--- config.mk ---
export PLATFORM = sky130hd
export DESIGN_NAME = sram_controller
export DESIGN_NICKNAME = d
export VERILOG_FILES = /design/src/rtl/sram_controller.sv
export SDC_FILE = /design/constraint.sdc
export NUM_CORES = 1
export LEC_CHECK = 0
export CAP_MARGIN = 15
export CORE_MARGIN = 2
export CORE_UTILIZATION = 35
export DETAILED_ROUTE_END_ITERATION = 8
export PLACE_DENSITY = 0.63
export SLEW_MARGIN = 20
export SYNTH_ARGS = -nofsm -noshare
export SYNTH_HDL_FRONTEND = slang
export SYNTH_SLANG_ARGS = --single-unit
--- constraint.sdc ---
create_clock -name clk -period 3.2 [get_ports clk]
set_clock_uncertainty 0.15 [all_clocks]
set_input_delay 0.32 -clock clk [delete_from_list [all_inputs] [get_ports clk]]
set_output_delay 0.32 -clock clk [all_outputs]
set_load 0.1 [all_outputs]
--- src/rtl/sram_controller.sv ---
// Read-only frame sweeper for the external 1Mx16 async SRAM: re-reads the frame window until best_angle_rdy.
// Optional pass limit is compiled in with `define SRAM_CTRL_PASS_LIMIT_EN.
//   state | meaning
//   IDLE  | strobes inactive, waiting for start
//   READ  | strobes active, sweeping the frame window with wrap
//   DONE  | strobes inactive, waiting for start to drop
module sram_controller #(
   parameter logic [19:0] BASE_ADDR     = 20'h00000,
   parameter int unsigned FRAME_WORDS   = 4096,
   parameter int unsigned ACCESS_CYCLES = 1,
   parameter int unsigned MAX_PASSES    = 36
) (
   input  logic        clk,
   input  logic        rst,
   input  logic        start,
   input  logic        best_angle_rdy,
   output logic [19:0] addr,
   output logic        CE_n,
   output logic        OE_n,
   output logic        WE_n,
   output logic        UB_n,
   output logic        LB_n
);

   localparam int unsigned DW = (ACCESS_CYCLES > 1) ? $clog2(ACCESS_CYCLES) : 1;
   localparam logic [DW-1:0] DWELL_LOAD = DW'(ACCESS_CYCLES - 1);
   localparam logic [19:0] LAST_ADDR = 20'(32'(BASE_ADDR) + FRAME_WORDS - 32'd1);

   typedef enum logic [1:0] {IDLE, READ, DONE} state_t;

   state_t          state;
   state_t          state_nxt;
   logic [19:0]     addr_q;
   logic [DW-1:0]   dwell;
   logic            word_done;
   logic            frame_wrap;

   assign word_done  = (dwell == '0);
   assign frame_wrap = (state == READ) && word_done && (addr_q == LAST_ADDR);

`ifdef SRAM_CTRL_PASS_LIMIT_EN
   logic [31:0] pass_cnt;
   logic        pass_limit_hit;

   assign pass_limit_hit = frame_wrap && (pass_cnt == 32'(MAX_PASSES - 1));

   always_ff @(posedge clk) begin
      if (rst || state_nxt != READ)
         pass_cnt <= '0;
      else if (frame_wrap)
         pass_cnt <= pass_cnt + 32'd1;
   end
`else
   logic pass_limit_hit;
   assign pass_limit_hit = 1'b0;
`endif

   always_ff @(posedge clk) begin
      if (rst)
         state <= IDLE;
      else
         state <= state_nxt;
   end

   always_comb begin
      state_nxt = state;
      case (state)
         IDLE: if (start == 1'b1) state_nxt = READ;
         // stop beats a simultaneous wrap, so it is evaluated first
         READ: if (best_angle_rdy === 1'b1 || pass_limit_hit) state_nxt = DONE;
         DONE: if (start == 1'b0) state_nxt = IDLE;
         default: state_nxt = IDLE;
      endcase
   end

   // addr_q is parked at BASE_ADDR outside READ so the sweep always starts from word 0
   always_ff @(posedge clk) begin
      if (rst || state_nxt != READ) begin
         addr_q <= BASE_ADDR;
         dwell  <= DWELL_LOAD;
      end else if (state == READ) begin
         if (word_done) begin
            dwell  <= DWELL_LOAD;
            addr_q <= (addr_q == LAST_ADDR) ? BASE_ADDR : addr_q + 20'd1;
         end else begin
            dwell <= dwell - 1'b1;
         end
      end else begin
         addr_q <= BASE_ADDR;
         dwell  <= DWELL_LOAD;
      end
   end

   always_comb begin
      CE_n = 1'b1;
      OE_n = 1'b1;
      UB_n = 1'b1;
      LB_n = 1'b1;
      WE_n = 1'b1;
      if (state == READ) begin
         CE_n = 1'b0;
         OE_n = 1'b0;
         UB_n = 1'b0;
         LB_n = 1'b0;
      end
   end

   assign addr = addr_q;

endmodule

==> metrics.cfg, run 1 <==
[detailed_routing]
dr.pass1.iters=4
wl_per_cell_um=12.5
drt_iter0_markers=57
drt_wl_total_um=2470
drc=0
vias=1011
ant_nets=0
viasPerCell=5.13

[grt]
antenna_found_initial=0
grt_pass1_vias=899
grt_max_degree=18
grt_util_all_layers_pct=14.5
overflow=0
grt_pass1_wl_um=4070

[power]
sw_frac_of_total_pct=28.8
p_sw_uw=142
irDropWorstVdd_mv=0.238
power.leakage_uw=0.000468
power.share.sequential_pct=59.7
internal_power_uw=350
power.density_nw_per_um2=351
p_comb_share_pct=13.2
clockPowerShare_pct=27.1

[placement]
place.gp.congestion=0.742
portBuffers=27
dp_cells=193
dp_hpwl_um=1810
post-place-ws_ps=1030

[cts]
cts.clk_slew.worst_paths_ps=130
numCtsBuffers=3
cts_tree=built
cts_resized=0
cts_root_buf=clkbuf_4
clkLatencyLatePin_ps=320
clockBufferDepth=2
htree_levels=1
cts.sinks=23
cts_setup_buffers=0
cts_hold_buf=0

[yosys]
async_reset_ff_share_pct=0
synthesis.area_um2=1160
ys_seq_area_share_pct=39.7
synth-edff-count=0
synthFlopType=dfxtp_1
syn_avg_cell_area_um2=8.98
synth_cells=129
ys_warn_count=0
ys_ff_latch=23
ys_types=38
synth_nets=134

[worst_setup_path]
path_class=reg2reg
startpoint_type=flop
crit_fanout=7
worstPathArrival_ps=2190
worst_path_max_delay_cell=or4b_2
critPathTopFamily=simple AND/OR/NAND/NOR gates
worst-path-buf-inv=0
endpoint_kind=flop
max_stage_delay_ps=740
required_ps=3260
path_cells=ha_1 > nand4b_1 > or4b_2 > o21ai_0 > a21oi_1

[sta]
hold_viol=0
hold_slack_ps=355
setup_ws_ps=1080
fmax_mhz=471
drv_slew=0
rsz0062_at_grt=no
finalSetupViolCount=0
finalCritPeriodShare_pct=66.4
setup_tns_ps=0
min_period_ps=2120

[worst_hold_path]
hp-class=reg2reg

[floorplanning]
initial_core_util_pct=37.3
rows=20
die-height_um=61.5
num_io_pins=29
dieArea_um2=3790
coreArea_um2=3100
chipWidth_um=61.5

[finish]
drive_gt1_share_pct=26.8
fin_nets=159
antenna_cells=0
instances_no_fill=197
final_util_pct=45.1
nFillCells=330
area_growth_pct=20.8

[job]
drv_cap=0

[run_status]
outcome=finished clean

## cell families after synthesis
family                   after synthesis  synth area share (%)
AO/OA/AOI/OAI                         19                  10.2
XOR/XNOR                              12                  9.07
adder cells (fa/ha/maj)                1                  1.08
buffers and inverters                  7                  4.43
flip-flops                            23                  39.7
other                                  2                 0.648
AND/OR/NAND/NOR                       65                  34.9
## cells in the final DEF, fill, tap and decap left out, drive strengths merged, types with 2 or more instances in the layout
master         count
nor3               2
nand4b             3
xnor2              7
o31ai              2
xor2               5
nand3b             3
buf               24
and4b              2
nand2              8
and3               2
dfxtp             23
nand3              7
nand4              4
o21ai              6
or3                6
or4                2
a21oi              9
clkdlybuf4s50      3
clkbuf             3
nor2b              2
or4b               2
nor2              15
conb               2
nor4               4
## state kept, by name (all words and copies together), names as in the netlist
signal and cells:
state 2, addr 20, dwell 1
## synthesized netlist by cell type, types with 3 or more instances
library cell  count  area (um2)
nand3b_1          3        22.5
o21ai_0           6        30.0
nand2_1           8        30.0
buf_4             4        30.0
xor2_1            5        43.8
a21oi_1           7        35.0
nand4_1           3        18.8
or3_1             3        18.8
xnor2_1           7        61.3
nand4b_1          3        26.3
nor2_1           15        56.3
nor4_1            4        25.0
dfxtp_1          23         460
nand3_1           6        30.0
## path summary, 6_finish.rpt
check	slack (ps)	end	cells past startpoint	start
worst max-delay path	1080	addr[16]$_SDFFE_PP0N_	5	addr[0]$_SDFFE_PP0N_
worst min-delay path	350	state[0]$_SDFF_PP0_	1	state[1]$_SDFF_PP0_
worst max register to register	1080	addr[16]$_SDFFE_PP0N_	5	addr[0]$_SDFFE_PP0N_
worst min register to register	350	state[0]$_SDFF_PP0_	1	state[1]$_SDFF_PP0_
## worst register-to-register path, stage by stage (launching register included)
cell and delay [ps]:
dfxtp_1 460, ha_1 250, nand4b_1 160, or4b_2 740
o21ai_0 200, a21oi_1 80
## area by class of cell
cell class,instances,area (um2),area share [%]
clock buffers,3,22.5,1.61
multi-input cells,99,647,46.2
flip-flops and latches,23,460,32.9
repair buffers,27,210,15.0
well taps,44,55.1,3.93
clock inverters,1,5.00,0.357
## through the flow
| step | area [um2] | power [uW] |
|---|---|---|
| floorplan | 1160 | 358 |
| global placement | 1370 | 364 |
| detailed placement | 1370 | 365 |
| CTS | 1400 | 500 |
| global route | 1400 | 514 |
| finish | 1400 | 491 |
## layer usage
metal,global-route usage (%),part of all wire (%)
met1,19.0,46
met2,22.9,47
met3,4.20,6.0
met4,4.56,0.61
met5,0,0
## power groups by stage
| stage | combinational, uW | sequential [uW] | clock, uW |
|---|---|---|---|
| after floorplan | 58.2 | 300 | 0 |
| after global placement | 65.1 | 299 | 0 |
| after detailed placement | 65.4 | 299 | 0 |
| after CTS | 65.4 | 293 | 141 |
| after global routing | 67.6 | 294 | 152 |
| final | 65.0 | 293 | 133 |
No activity file was read; power rests on OpenSTA's default activity.
==> run 2: changes to the inputs <==
- PLACE_DENSITY: 0.63 -> 0.65
- clock period: 3.2 -> 1.75 ns (I/O delays scaled with it)
==> run 2 against run 1 <==
The run now ends with setup timing left. Sequential share of layout area shrank 6.2 points. Routed wire length increased by 13%. Hold slack worse by 86 ps. Cell count increased by 9.1%. Clock power increased by 92%. Via count grew 11%.
==> metrics.cfg, run 2 (synthesized netlist as in run 1, its figures left out) <==
[cts]
cts.sinks=23  ; unchanged
numCtsBuffers=3  ; unchanged
cts_hold_buf=0  ; unchanged
clockBufferDepth=2  ; unchanged
htree_levels=1  ; unchanged
cts_root_buf=clkbuf_4
cts_tree=built
cts.clk_slew.worst_paths_ps=130  ; about the same
clkLatencyLatePin_ps=320  ; about the same

[placement]
post-place-ws_ps=-197  ; -1230 ps
dp_hpwl_um=2090  ; +15%
place.gp.congestion=0.799  ; +7.7%
dp_cells=206  ; +6.7%
portBuffers=27  ; unchanged
place_area_um2=1880  ; +37%

[job]
drv_cap=0  ; unchanged

[floorplanning]
rows=20  ; unchanged
num_io_pins=29  ; unchanged
coreArea_um2=3100  ; unchanged
chipWidth_um=61.5  ; unchanged
initial_core_util_pct=37.3  ; unchanged
die-height_um=61.5  ; unchanged
dieArea_um2=3790  ; unchanged

[finish]
instances_no_fill=215  ; +9.1%
layout_common_cells=buf_12 (24), buf_4 (18), dfxtp_4 (16)
design_area_um2=1970  ; +41%
antenna_cells=0  ; unchanged
drive_gt1_share_pct=49.1  ; +22 points
multiInputGateArea_um2=717  ; +11%
fin_nets=177  ; +11%
area_growth_pct=70.0
final_common_cell=buf_12
largest_reg_flops=20  ; unchanged
seq_area_um2=526  ; +14%
nFillCells=269  ; -18%

[power]
p_total_uw=920  ; +87%
power.density_nw_per_um2=467  ; +33%
power.leakage_uw=0.000660  ; +41%
irDropWorstVdd_mv=0.332  ; +39%

[detailed_routing]
drt_wl_total_um=2800  ; +13%
viasPerCell=5.22  ; +1.8%
drt_iter0_markers=55  ; -3.5%
vias=1123  ; +11%
wl_per_cell_um=13.0  ; +3.9%
drc=0  ; unchanged
ant_nets=0  ; unchanged
dr.pass1.iters=4  ; unchanged

[worst_setup_path]
worst_path_max_delay_cell=or4b_4
required_ps=1820  ; -1440 ps
crit_fanout=5  ; -2
path_cells=ha_4 > nand4b_1 > or4b_4 > o21ai_1 > a21oi_2
endpoint_kind=flop
worstPathArrival_ps=1850  ; -340 ps
startpoint_type=flop
critPathTopFamily=simple AND/OR/NAND/NOR gates
max_stage_delay_ps=570  ; -170 ps
rrSetupSlack_ps=-30  ; -1110 ps
path_class=reg2reg
worst-path-buf-inv=0  ; unchanged

[sta]
hold_viol=0  ; unchanged
setup_ws_ps=-29.0  ; -1110 ps
worst_pin_slew_ps=520
slew_headroom_pct=65.0
drv_slew=0  ; unchanged
fmax_mhz=562  ; +19%
min_period_ps=1780  ; -345 ps
finalSetupViolCount=1  ; +1
finalCritPeriodShare_pct=102  ; +35 points
rsz0062_at_grt=yes

[grt]
grt_max_degree=18  ; unchanged
overflow=0  ; unchanged
grt_util_all_layers_pct=16.9  ; +2.5 points
antenna_found_initial=0  ; unchanged
grt_pass1_vias=1109  ; +23%
grt_pass1_wl_um=4770  ; +17%

[run_status]
outcome=finished with violations
violations=setup timing

[worst_hold_path]
hp-class=in2reg

-- run 2: cell types whose count changed in the layout (fill, tap and decap cells not counted), moves of 2 or more --
cell     delta
buf_12     +24
buf_4       -6
dfxtp_1    -20
dfxtp_2     +4
dfxtp_4    +16
or3_2       -2
or3_4       +2
-- run 2: timing repair --
| item | 4_1_cts | 5_1_grt |
|---|---|---|
| setup endpoints to repair | 2 | 17 |
| endpoints found under the hold margin | 0 | 0 |
| gates resized for setup | 3 | 3 |
| setup buffers | 3 | 3 |
| pin swaps | 2 | 2 |
-- run 2: worst reg2reg max path: stages (launching register included) --
cell	delay [ps]
dfxtp_4	400
ha_4	140
nand4b_1	190
or4b_4	570
o21ai_1	170
a21oi_2	60
-- run 2: area by class of cell --
class / instances / share of cell area, %
sequential: 23 / 26.7
tap: 44 / 2.80
multi-input combinational: 99 / 36.4
clock buffer: 4 / 1.33
timing repair buffer: 45 / 32.8
-- run 2: path summary, 6_finish.rpt --
path	start	end	cells after the start
max	addr[0]$_SDFFE_PP0N_	addr[16]$_SDFFE_PP0N_	5
min	rst	state[1]$_SDFF_PP0_	2
max reg2reg	addr[0]$_SDFFE_PP0N_	addr[16]$_SDFFE_PP0N_	5
min reg2reg	state[1]$_SDFF_PP0_	state[0]$_SDFF_PP0_	1
-- run 2: metal layers --
| metal | up-vias | global-route usage [%] | wire (um) |
|---|---|---|---|
| li1 | 549 | - | - |
| met1 | 536 | 23.0 | 1300 |
| met2 | 33 | 26.9 | 1340 |
| met3 | 5 | 3.78 | 124 |
| met4 | 0 | 4.86 | 34 |
| met5 | - | 0 | 0 |
-- run 2: metrics by stage --
| stage | hold WS, ps | util, % | TNS, ps |
|---|---|---|---|
| finish | 269 | 63.5 | -29.0 |
| global route | 277 | 63.5 | -768 |
| CTS | 272 | 62.5 | 0 |
| detailed placement | 333 | 60.4 | -2540 |
| global placement | 310 | 60.4 | -2080 |
| floorplan | 94.1 | - | -1470 |
-- run 2: power by group --
group,switching [uW],total [uW],internal [uW],leakage (uW)
logic,101,154,53.0,0.000444
clock network,166,255,89.3,0.0000150
registers,7.08,511,504,0.000201
==> run 3: changes to the inputs <==
- CELL_PAD_IN_SITES_DETAIL_PLACEMENT: unset -> 0
- CELL_PAD_IN_SITES_GLOBAL_PLACEMENT: unset -> 1
- CORE_UTILIZATION: 35 -> 30
- GPL_TIMING_DRIVEN: unset -> 0
- PLACE_DENSITY: 0.65 -> 0.73
==> run 3 against run 2 <==
Via count is 2.4% lower. Highest routed layer unchanged. Critical path depth grew 1. Critical endpoint is now addr[15]$_SDFFE_PP0N_. Largest power group unchanged. Core utilization decreased by 13 points. The run now ends clean. Clock power up 33%.
==> metrics.cfg, run 3 (synthesized netlist as in run 1, its figures left out) <==
[grt]
antenna_found_initial=0  ; unchanged
grt_pass1_wl_um=4460  ; -6.6%
grt_max_degree=14  ; -4
grt_util_all_layers_pct=13.3  ; -3.6 points
overflow=0  ; unchanged
grt_pass1_vias=1009  ; -9.0%

[finish]
fin_nets=184  ; +4.0%
layout_common_cells=buf_4 (21), clkdlybuf4s15_2 (20), dfxtp_4 (16)
antenna_cells=0  ; unchanged
instances_no_fill=226  ; +5.1%
area_growth_pct=62.2
drive_gt1_share_pct=58.4  ; +9.3 points
final_common_cell=buf_4
largest_reg_flops=20  ; unchanged

[worst_setup_path]
required_ps=1800  ; -20 ps
path_class=in2reg
path_cells=clkdlybuf4s50_1 > or4b_4 > a41o_2 > buf_8 > buf_4 > a21oi_1
endpoint_kind=flop
rrSetupSlack_ps=20  ; +50 ps
rr_startpoint=addr[1]$_SDFFE_PP0N_
crit_fanout=6  ; +1
worst-path-buf-inv=3  ; +3
r2r_cells=5  ; unchanged
worstPathArrival_ps=1780  ; -70 ps
critPathTopFamily=buffers and inverters
worst_path_max_delay_cell=or4b_4
reg2reg_to=addr[16]$_SDFFE_PP0N_
max_stage_delay_ps=540  ; -30 ps
startpoint_type=primary input

[power]
power.density_nw_per_um2=534  ; +14%
p_total_uw=1000  ; +9.0%
power.leakage_uw=0.000603  ; -8.7%
irDropWorstVdd_mv=0.426  ; +28%

[sta]
rsz0062_at_grt=yes
hold_viol=0  ; unchanged
drv_slew=0  ; unchanged
fmax_mhz=579  ; +3.0%
slew_headroom_pct=63.4  ; -1.6 points
finalSetupViolCount=0  ; -1
min_period_ps=1730  ; -51.2 ps
setup_ws_ps=22.1  ; +51.2 ps
finalCritPeriodShare_pct=98.7  ; -2.9 points
worst_pin_slew_ps=552  ; +31.5 ps

[floorplanning]
num_io_pins=29  ; unchanged
dieArea_um2=4380  ; +16%
rows=22  ; +10%
initial_core_util_pct=31.4  ; -5.9 points
die-height_um=66.1  ; +7.5%
chipWidth_um=66.1  ; +7.5%
coreArea_um2=3690  ; +19%

[detailed_routing]
dr_wl_met2_um=1380  ; +2.9%
vias=1096  ; -2.4%
top_layer=met4
wl_met3_um=97  ; -22%
drt_iter0_markers=22  ; -60%
drt_wl_total_um=2880  ; +2.9%
dr.pass1.iters=4  ; unchanged
drc=0  ; unchanged
viasPerCell=4.85  ; -7.2%
wl_per_cell_um=12.7  ; -2.1%
drt-met1-wl_um=1360  ; +4.2%
ant_nets=0  ; unchanged

[worst_hold_path]
whs_endpoint=state[1]$_SDFF_PP0_
hold_path_depth=2  ; unchanged
hp-class=in2reg
hold_start=rst

[cts]
cts_tree=built
clockBufferDepth=2  ; unchanged
cts.sinks=23  ; unchanged
clkLatencyLatePin_ps=270  ; -50 ps
htree_levels=1  ; unchanged
cts_root_buf=clkbuf_8
numCtsBuffers=3  ; unchanged
cts.clk_slew.worst_paths_ps=80  ; -50 ps

[placement]
post-place-ws_ps=-345  ; -149 ps
portBuffers=27  ; unchanged
dp_hpwl_um=1960  ; -6.3%
dp_cells=204  ; -0.97%
place.gp.congestion=0.776  ; -3.0%

[job]
drv_cap=0  ; unchanged

[run_status]
outcome=finished clean

-- run 3: layout make-up --
cell class / count / area (um2)
sequential: 23 / 528
tap: 48 / 60.1
clock inverter: 1 / 5.00
timing repair buffer: 45 / 447
clock buffer: 3 / 41.3
buffer: 7 / 67.6
fill: 355 / 1810
multi-input combinational: 99 / 731
-- run 3: timing repair --
action | 4_1_cts | 5_1_grt
buffers inserted | 5 | 12
cloned | 0 | 1
hold buffers | 0 | 0
endpoints found under the setup margin | 36 | 16
resized for setup | 84 | 18
pin swaps | 1 | 5
-- run 3: worst max path at each step --
stage / from / to / depth (start not counted)
3_5_place_dp: best_angle_rdy / addr[12]$_SDFFE_PP0N_ / 6
3_3_place_gp: best_angle_rdy / addr[12]$_SDFFE_PP0N_ / 6
4_1_cts: addr[1]$_SDFFE_PP0N_ / addr[12]$_SDFFE_PP0N_ / 7
6_report: best_angle_rdy / addr[15]$_SDFFE_PP0N_ / 6
2_1_floorplan: addr[0]$_SDFFE_PP0N_ / addr[16]$_SDFFE_PP0N_ / 5
5_1_grt: addr[1]$_SDFFE_PP0N_ / addr[12]$_SDFFE_PP0N_ / 5
-- run 3: worst register-to-register path, cell delays in order (launching register included) --
cell and delay (ps):
dfxtp_4 370, ha_4 140, nand4b_1 180, or4b_4 570
o21ai_2 140, a21oi_2 60
-- run 3: layer usage --
metal	track usage [%]	vias to the layer above
met1	16.9	506
met2	22.1	23
met4	5.36	0
li1	-	562
met3	2.56	5
met5	0	-
-- run 3: metrics by stage --
| step | cell area, um2 | utilization (%) | hold WS, ps | TNS (ps) |
|---|---|---|---|---|
| floorplan | 1270 | - | 94.1 | -1470 |
| finish | 1880 | 50.9 | 341 | 0 |
| global route | 1880 | 50.9 | 345 | -498 |
| global placement | 1600 | 43.4 | 312 | -6970 |
| CTS | 1720 | 46.6 | 347 | 0 |
| detailed placement | 1600 | 43.4 | 338 | -7390 |
-- run 3: power breakdown --
part | switching [uW] | internal (uW) | total (uW)
registers | 4.88 | 504 | 509
logic | 106 | 50.4 | 156
clock network | 178 | 159 | 338
total | 289 | 714 | 1000
